### config.mk
export PLATFORM = sky130hd
export DESIGN_NAME = ddc_edid_slave
export DESIGN_NICKNAME = d
export VERILOG_FILES = /design/src/rtl/ddc_edid_slave.sv
export SDC_FILE = /design/constraint.sdc
export NUM_CORES = 1
export LEC_CHECK = 0
export CAP_MARGIN = 20
export CORE_MARGIN = 2
export CORE_UTILIZATION = 35
export CTS_BUF_LIST = sky130_fd_sc_hd__clkbuf_4 sky130_fd_sc_hd__clkbuf_8 sky130_fd_sc_hd__clkbuf_16
export CTS_CLUSTER_SIZE = 14
export DETAILED_ROUTE_END_ITERATION = 12
export PLACE_DENSITY_LB_ADDON = 0.25
export SLEW_MARGIN = 20
export SYNTH_ARGS = -nofsm -noshare
export SYNTH_HDL_FRONTEND = slang
export SYNTH_SLANG_ARGS = --single-unit
### constraint.sdc
create_clock -name clk -period 2 [get_ports clk]
set_input_delay 0.4 -clock clk [delete_from_list [all_inputs] [get_ports clk]]
set_output_delay 0.4 -clock clk [all_outputs]
set_load 0.005 [all_outputs]
### src/rtl/ddc_edid_slave.sv
// DDC/EDID I2C slave: synchronised and filtered SCL/SDA, byte-offset read path, optional write path.
// Build option: define DDC_WRITE_EN to ACK and store write-data bytes; otherwise they are NACKed.
module ddc_edid_slave #(
    parameter logic [6:0] SLAVE_ADDR = 7'h50,
    parameter int         FILTER_LEN = 3
) (
    input  logic       clk,
    input  logic       nReset,
    input  logic       scl_i,
    input  logic       sda_i,
    output logic       sda_oen,
    output logic [7:0] mem_addr,
    input  logic [7:0] mem_rdata,
    output logic [7:0] mem_wdata,
    output logic       mem_we,
    output logic       busy
);

    typedef enum logic [3:0] {
        IDLE, ADDR, ADDR_ACK, OFFSET, OFFSET_ACK, WDATA, WDATA_ACK, RDATA, RDATA_ACK
    } state_t;

    localparam int            CW   = (FILTER_LEN > 1) ? $clog2(FILTER_LEN) : 1;
    localparam logic [CW-1:0] FMAX = CW'(FILTER_LEN - 1);

    // Index 1 carries SCL, index 0 carries SDA through every input stage.
    logic [1:0]    meta, sync, filt, prev;
    logic [CW-1:0] fcnt [2];

    always_ff @(posedge clk or negedge nReset) begin
        if (!nReset) begin
            meta    <= 2'b11;
            sync    <= 2'b11;
            filt    <= 2'b11;
            prev    <= 2'b11;
            fcnt[0] <= '0;
            fcnt[1] <= '0;
        end else begin
            meta <= {scl_i, sda_i};
            sync <= meta;
            prev <= filt;
            for (int i = 0; i < 2; i++) begin
                if (sync[i] == filt[i]) begin
                    fcnt[i] <= '0;
                end else if (fcnt[i] == FMAX) begin
                    filt[i] <= sync[i];
                    fcnt[i] <= '0;
                end else begin
                    fcnt[i] <= fcnt[i] + CW'(1);
                end
            end
        end
    end

    logic scl_f, sda_f, scl_rise, scl_fall, start_det, stop_det;
    assign scl_f     = filt[1];
    assign sda_f     = filt[0];
    assign scl_rise  = filt[1] & ~prev[1];
    assign scl_fall  = ~filt[1] & prev[1];
    assign start_det = filt[1] & prev[1] & prev[0] & ~filt[0];
    assign stop_det  = filt[1] & prev[1] & ~prev[0] & filt[0];

    state_t     state, state_d;
    logic [3:0] bit_cnt, bit_cnt_d;
    logic [7:0] shift, shift_d, offset, offset_d, wdata_d;
    logic       sda_oen_d, busy_d, ack, ack_d, we_d;

    assign mem_addr = offset;

    always_ff @(posedge clk or negedge nReset) begin
        if (!nReset) begin
            state     <= IDLE;
            bit_cnt   <= '0;
            shift     <= '0;
            offset    <= '0;
            sda_oen   <= 1'b1;
            busy      <= 1'b0;
            ack       <= 1'b1;
            mem_wdata <= '0;
            mem_we    <= 1'b0;
        end else begin
            state     <= state_d;
            bit_cnt   <= bit_cnt_d;
            shift     <= shift_d;
            offset    <= offset_d;
            sda_oen   <= sda_oen_d;
            busy      <= busy_d;
            ack       <= ack_d;
            mem_wdata <= wdata_d;
            mem_we    <= we_d;
        end
    end

    always_comb begin
        state_d   = state;
        bit_cnt_d = bit_cnt;
        shift_d   = shift;
        offset_d  = offset;
        sda_oen_d = sda_oen;
        busy_d    = busy;
        ack_d     = ack;
        wdata_d   = mem_wdata;
        we_d      = 1'b0;
`ifdef DDC_WRITE_EN
        // The offset advances the clk after the strobe so the write sees the old address.
        if (mem_we) offset_d = offset + 8'd1;
`endif
        if (stop_det) begin
            state_d   = IDLE;
            bit_cnt_d = '0;
            sda_oen_d = 1'b1;
            busy_d    = 1'b0;
        end else if (start_det) begin
            state_d   = ADDR;
            bit_cnt_d = '0;
            sda_oen_d = 1'b1;
        end else begin
            case (state)
                IDLE: ;
                ADDR, OFFSET, WDATA: begin
                    if (scl_rise && bit_cnt != 4'd8) begin
                        shift_d   = {shift[6:0], sda_f};
                        bit_cnt_d = bit_cnt + 4'd1;
`ifdef DDC_WRITE_EN
                        if (state == WDATA && bit_cnt == 4'd7) begin
                            wdata_d = {shift[6:0], sda_f};
                            we_d    = 1'b1;
                        end
`endif
                    end else if (scl_fall && bit_cnt == 4'd8) begin
                        bit_cnt_d = '0;
                        if (state == ADDR) begin
                            if (shift[7:1] == SLAVE_ADDR) begin
                                sda_oen_d = 1'b0;
                                busy_d    = 1'b1;
                                state_d   = ADDR_ACK;
                            end else begin
                                sda_oen_d = 1'b1;
                                busy_d    = 1'b0;
                                state_d   = IDLE;
                            end
                        end else if (state == OFFSET) begin
                            offset_d  = shift;
                            sda_oen_d = 1'b0;
                            state_d   = OFFSET_ACK;
                        end else begin
`ifdef DDC_WRITE_EN
                            sda_oen_d = 1'b0;
`else
                            sda_oen_d = 1'b1;
`endif
                            state_d   = WDATA_ACK;
                        end
                    end
                end
                ADDR_ACK: if (scl_fall) begin
                    bit_cnt_d = '0;
                    if (shift[0]) begin
                        shift_d   = mem_rdata;
                        sda_oen_d = mem_rdata[7];
                        offset_d  = offset + 8'd1;
                        state_d   = RDATA;
                    end else begin
                        sda_oen_d = 1'b1;
                        state_d   = OFFSET;
                    end
                end
                OFFSET_ACK: if (scl_fall) begin
                    sda_oen_d = 1'b1;
                    state_d   = WDATA;
                end
                WDATA_ACK: if (scl_fall) begin
                    sda_oen_d = 1'b1;
`ifdef DDC_WRITE_EN
                    state_d   = WDATA;
`else
                    busy_d    = 1'b0;
                    state_d   = IDLE;
`endif
                end
                RDATA: if (scl_fall) begin
                    if (bit_cnt == 4'd7) begin
                        bit_cnt_d = '0;
                        sda_oen_d = 1'b1;
                        state_d   = RDATA_ACK;
                    end else begin
                        bit_cnt_d = bit_cnt + 4'd1;
                        shift_d   = {shift[6:0], 1'b0};
                        sda_oen_d = shift[6];
                    end
                end
                RDATA_ACK: begin
                    if (scl_rise) ack_d = sda_f;
                    if (scl_fall) begin
                        if (!ack) begin
                            shift_d   = mem_rdata;
                            sda_oen_d = mem_rdata[7];
                            offset_d  = offset + 8'd1;
                            state_d   = RDATA;
                        end else begin
                            sda_oen_d = 1'b1;
                            busy_d    = 1'b0;
                            state_d   = IDLE;
                        end
                    end
                end
                default: state_d = IDLE;
            endcase
        end
    end

endmodule

# --- Word-level counts from Yosys, hierarchy flattened ---
# Index checks and enable logic that the tools add are counted.
word_totals:
  input_bits: 12
  word_cells: 168
  output_inout_bits: 19
  regBits: 39
op_classes:
  n_addsub: 4
  n_mux: 69
  bitwise_logic: 15
  eq_ne: 45
  reduce_logical: 20
ops:
  columns: ["operator", "n"]
  rows:
  - ["2-to-1 mux 8 bit", 15]
  - ["2-to-1 mux 4 bit", 17]
  - ["inequality test 4 bit (second input constant)", 9]
  - ["case mux 8 bit (4 select lines)", 1]
  - ["case mux 4 bit (7 select lines)", 1]
  - ["case mux 8 bit (3 select lines)", 1]
  - ["2-to-1 mux 1 bit", 23]
  - ["inequality test 2 bit (second input constant)", 11]
  - ["inequality test 3 bit (second input constant)", 7]
  - ["equality test 4 x 3 -> 1 bit (second input constant)", 5]
  - ["AND reduction 9 bit", 2]
  - ["2-to-1 mux 2 bit", 6]
  - ["case mux 4 bit (3 select lines)", 1]
  - ["AND reduction 11 bit", 1]
  - ["AND reduction 10 bit", 1]
  - ["adder 8 x 1 -> 8 bit (second input constant)", 1]
  - ["equality test 4 x 2 -> 1 bit (second input constant)", 2]
  - ["equality test 4 bit (second input constant)", 2]
  - ["NOT 1 bit", 8]
  - ["AND reduction 4 bit", 2]
  - ["AND reduction 8 bit", 1]
  - ["nonzero test 4 bit", 2]
  - ["AND 1 bit", 7]
  - ["equality test 7 bit (second input constant)", 1]
  - ["other kinds (20)", 26]

# --- Longest topological paths before layout ---
logic_depth:
  depth_word: 8
  depth_mapped: 8
  depth_no_buf: 7

# --- Worst setup path after synthesis ---
# No wires, ideal clock.
synth_timing:
  path_kind: "register to register"
  from: "register filt[1]"
  to: "register shift[1]"
  path_slack_ps: -34
  t_arrival_ps: 1909
  setup_ps: 125
  period_less_slack_ps: 2034
  path_buffers: 2
  t_required_ps: 1875
  path_stages_with_launch: 8
  path_cell_list: "dfstp_2 > buf_2 > and2b_1 > a221o_1 > o211ai_2 > or3_1 > buf_6 > mux2_4"
synth_via:
  elab_chain_len: 5
  word_cells_on_any_way: 16
  cone_classes: "4 x eq/ne; 10 x bitwise; 2 x reduce/logical"
synth_rtl:
  columns: ["item", "line", "rtl"]
  rows:
  - ["from (decl)", "27", "logic [1:0] meta, sync, filt, prev;"]
  - ["from (signal, indexed assignment)", "46", "filt[i] <= sync[i];"]
  - ["AND 1 bit", "60, 61", null]
  - ["AND 1 bit (on tied branches) (2 in series)", "61, 60", null]
  - ["NOT 1 bit (no line)", null, null]
  - ["AND reduction 10 bit (no line) *", null, null]
  - ["to (signal assigned)", "84", "shift <= shift_d;"]
  - ["to (decl)", "65", "logic [7:0] shift, shift_d, offset, offset_d, wdata_d;"]
# Every way passes the cells marked *; elsewhere a longest branch is shown, timed or not.
# A chain may end at the register's enable or synchronous reset.

# --- Final worst setup path ---
layout_timing:
  from: "register bit_cnt[0]"
  to: "register shift[3]"
layout_via:
  elab_chain_len: 4
  word_cells_on_any_way: 6
  cone_classes: "4 x eq/ne; 2 x reduce/logical"
layout_rtl:
  columns: ["item", "line", "rtl"]
  rows:
  - ["from (decl)", "64", "logic [3:0] bit_cnt, bit_cnt_d;"]
  - ["from (signal assigned)", "83", "bit_cnt <= bit_cnt_d;"]
  - ["inequality test 4 bit", "121", "if (scl_rise && bit_cnt != 4'd8) begin"]
  - ["logical AND 1 bit", "121", null]
  - ["inequality test 2 bit (no line)", null, null]
  - ["AND reduction 10 bit (no line) *", null, null]
# Marked as above.

==> metrics.cfg <==
[run]
cap_violations = 0

[power]
pwr_density_cell_nw_per_um2 = 1580
ir_drop_mv = 0.603
leakagePower_nw = 1.40

[cells_and_area]
multi_input_area_um2 = 1450
final_nets = 341
final_cells = 423
utilization = 0.479
area_delta_synth_final_pct = 30.8
drive_gt1_frac = 0.327
n_antenna_cell = 0
seq_area_um2 = 988
nFillCells = 648

[die]
io_pins = 31
die_height_um = 88.8
rows = 30
dieArea_um2 = 7890
coreArea_um2 = 6870
initial_utilization = 0.366
die_x_um = 88.8

[critical_path]
cp_cell_sequence = buf_4 -> ha_1 -> nand3b_1 -> o211ai_2 -> or3_4 -> mux2_4
r2r_end = shift[3]
critPathKind = reg2reg
cp_max_fo = 7
cpMaxStageDelayCell = or3_4
critPathArrivalTime_ns = 2.15
critical_path.endpoint_type = register
startpoint_type = register
rr_worst_depth = 6
worst_path_largest_cell_delay_ns = 0.47
worstReg2RegStart = bit_cnt[0]
rrSetupSlack_ns = 0.03
required_ns = 2.18

[clocking]
numCtsBuffers = 5
cts.sinks = 39
clock_latency_ns = 0.29
clk_pin_slew_ns = 0.08
htreeDepth = 2
clk_path_buf_depth = 2
cts_tree = yes
hold_buffers = 0
cts-root-buf = clkbuf_8

[synthesis]
synth-edff-count = 0
synth.yosys.seq_area_share = 0.393
syn_inst = 261
yosysUniqueCellTypes = 62
netlist_area_um2 = 2520
synth-seq-cells = 39
ys_async_sr_fraction = 1.00
synthAdderAreaFrac = 0.0149
muxShareOfSynthArea = 0.0716
synth-main-ff-cell = dfrtp_1
synth_top_family_by_area = simple AND/OR/NAND/NOR gates
syn_area_per_cell_um2 = 9.65
yosys_warnings = 0
synth-compound-area-share = 0.204
synth-simple-area-share = 0.237
synth-xor-area-share = 0.0104

[placed_design]
placed_cells = 407
io_buffer_count = 21
hpwl_mm = 4.57
place_ws_ns = -0.0576
gp_congestion = 0.848

[drt]
wl_mm = 6.17
post_drt_wl_per_cell_um = 14.6
drc = 0
drt_iter0_drc = 102
drtPass1Iterations = 4
vias = 2183
avgViaCountPerCell = 5.16
ant_nets = 0

[sta]
hold_viol_final = 0
max-slew-margin-rel = 0.659
setup_viol = 0
timing.final.crit_share = 0.986
layout_min_cycle_time_ns = 1.97
whs_ns = 0.0625
skew_ns = 0.00655
rsz0062_at_grt = true
worst_pin_slew_ns = 0.509
layout_setup_ws_ns = 0.0285
drv_slew = 0
max_freq_mhz = 507

[global_routing]
grt_start_max_net_pins = 40
antenna_found_initial = 0
overflow = 0
track_usage = 0.166
grt_pass1_vias = 2132
grt_pass1_wl_mm = 10.3

[run_status]
outcome = finished, final reports clean

[hold_path]
hp-class = in2async

[layout by cell type (no fill, tap or decap), types with 3 or more instances in the layout]
cell / Yosys / layout
a211oi_1: 4 / 4
a21oi_1: 12 / 12
a22o_1: 9 / 9
a2bb2oi_1: 4 / 4
a31oi_1: 5 / 5
a32o_1: 3 / 3
and2b_1: 3 / 3
buf_4: 10 / 49
buf_6: 2 / 3
clkbuf_8: 0 / 5
clkdlybuf4s50_1: 0 / 20
conb_1: 1 / 9
dfrtp_1: 29 / 29
dfstp_2: 10 / 10
inv_1: 6 / 4
mux2_2: 4 / 4
mux2_4: 7 / 7
mux2i_1: 3 / 3
nand2_1: 13 / 13
nand2b_1: 8 / 8
nand3_1: 12 / 12
nand3b_1: 4 / 4
nand4_1: 3 / 3
nand4b_1: 4 / 4
nor2_1: 21 / 21
nor2b_1: 6 / 5
nor3_1: 10 / 8
o21ai_0: 7 / 7
o31ai_1: 5 / 5
[worst max-delay path by stage]
stage	from	end
after CTS	state[1]	state[0]
final	bit_cnt[0]	shift[3]
after detailed placement	state[3]	shift[3]
after global routing	bit_cnt[1]	shift[3]
after floorplan	filt[0]	shift[1]
after global placement	state[2]	state[1]
[cells in the mapped netlist (3+ instances only)]
library cell  number  area (µm²)
nor3_1            10        50.1
a21oi_1           12        60.1
a211oi_1           4        30.0
mux2i_1            3        30.0
nand3b_1           4        30.0
dfstp_2           10         263
nand4b_1           4        35.0
nor2b_1            6        37.5
mux2_4             7         105
dfrtp_1           29         726
nor2_1            21        78.8
a22o_1             9        78.8
o21ai_0            7        35.0
ha_1               3        37.5
mux2_2             4        45.0
a2bb2oi_1          4        35.0
buf_2              5        25.0
and2b_1            3        22.5
a32o_1             3        30.0
nand2b_1           8        50.1
inv_1              6        22.5
clkbuf_1           6        22.5
a31oi_1            5        31.3
buf_4             10        75.1
nand3_1           12        60.1
o31ai_1            5        37.5
nand2_1           13        48.8
nand4_1            3        18.8
[state kept, by name, summed over array words and instances, names as in the netlist, 2 cells and up]
name      flops
mem_addr      8
sync          2
fcnt          4
state         4
shift         8
filt          2
prev          2
meta          2
bit_cnt       4
[per-stage QoR]
stage	area, µm²	power [mW]	setup TNS [ns]
finish	3290	5.20	0
global route	3290	5.65	-0.310
CTS	3210	5.06	-0.0183
detailed placement	3090	4.48	-0.360
global placement	3090	4.42	-0.163
floorplan	2550	3.31	0
[layer usage]
layer / up-vias / wire, µm / GRT usage
met4: 0 / 27 / 0.0358
met2: 38 / 3010 / 0.277
met3: 2 / 228 / 0.0345
met5: - / 0 / 0
met1: 1055 / 2900 / 0.223
li1: 1088 / - / -
[area by class of cell]
cell class              count  share of cell area
clock buffers               5              0.0209
clock inverters             3             0.00608
inverters                   6             0.00684
multi-input cells         200               0.439
flip-flops and latches     39               0.300
well taps                  96              0.0365
repair buffers             74               0.190
[cell families after synthesis]
| family | count (synthesis) |
|---|---|
| fa+ha+maj | 3 |
| mux | 14 |
| other cells | 1 |
| xor+xnor | 3 |
| flops | 39 |
| simple gates | 103 |
| compound gates | 68 |
| buf+inv | 30 |
[worst max-delay path, delay by kind of cell (launching register included)]
kind                       cells  cell delay, ns
buffers and inverters          1            0.14
and+or+nand+nor                2            0.65
AOI/OAI and AO/OA              1            0.13
muxes                          1            0.33
DFF                            1            0.39
adders and majority gates      1            0.22
[power breakdown]
part	switching, mW	leakage [nW]	internal (mW)	total, mW
combinational	1.51	0.879	1.76	3.27
clock	0.297	0.0402	0.243	0.540
sequential	0.278	0.478	1.11	1.39
[what timing repair did]
| item | in CTS | in global routing |
|---|---|---|
| resized for setup | 5 | 12 |
| pin swaps | 5 | 6 |
| setup buffers | 3 | 6 |
| endpoints found under the setup margin | 11 | 23 |
Power figures use the tool's default switching activity.
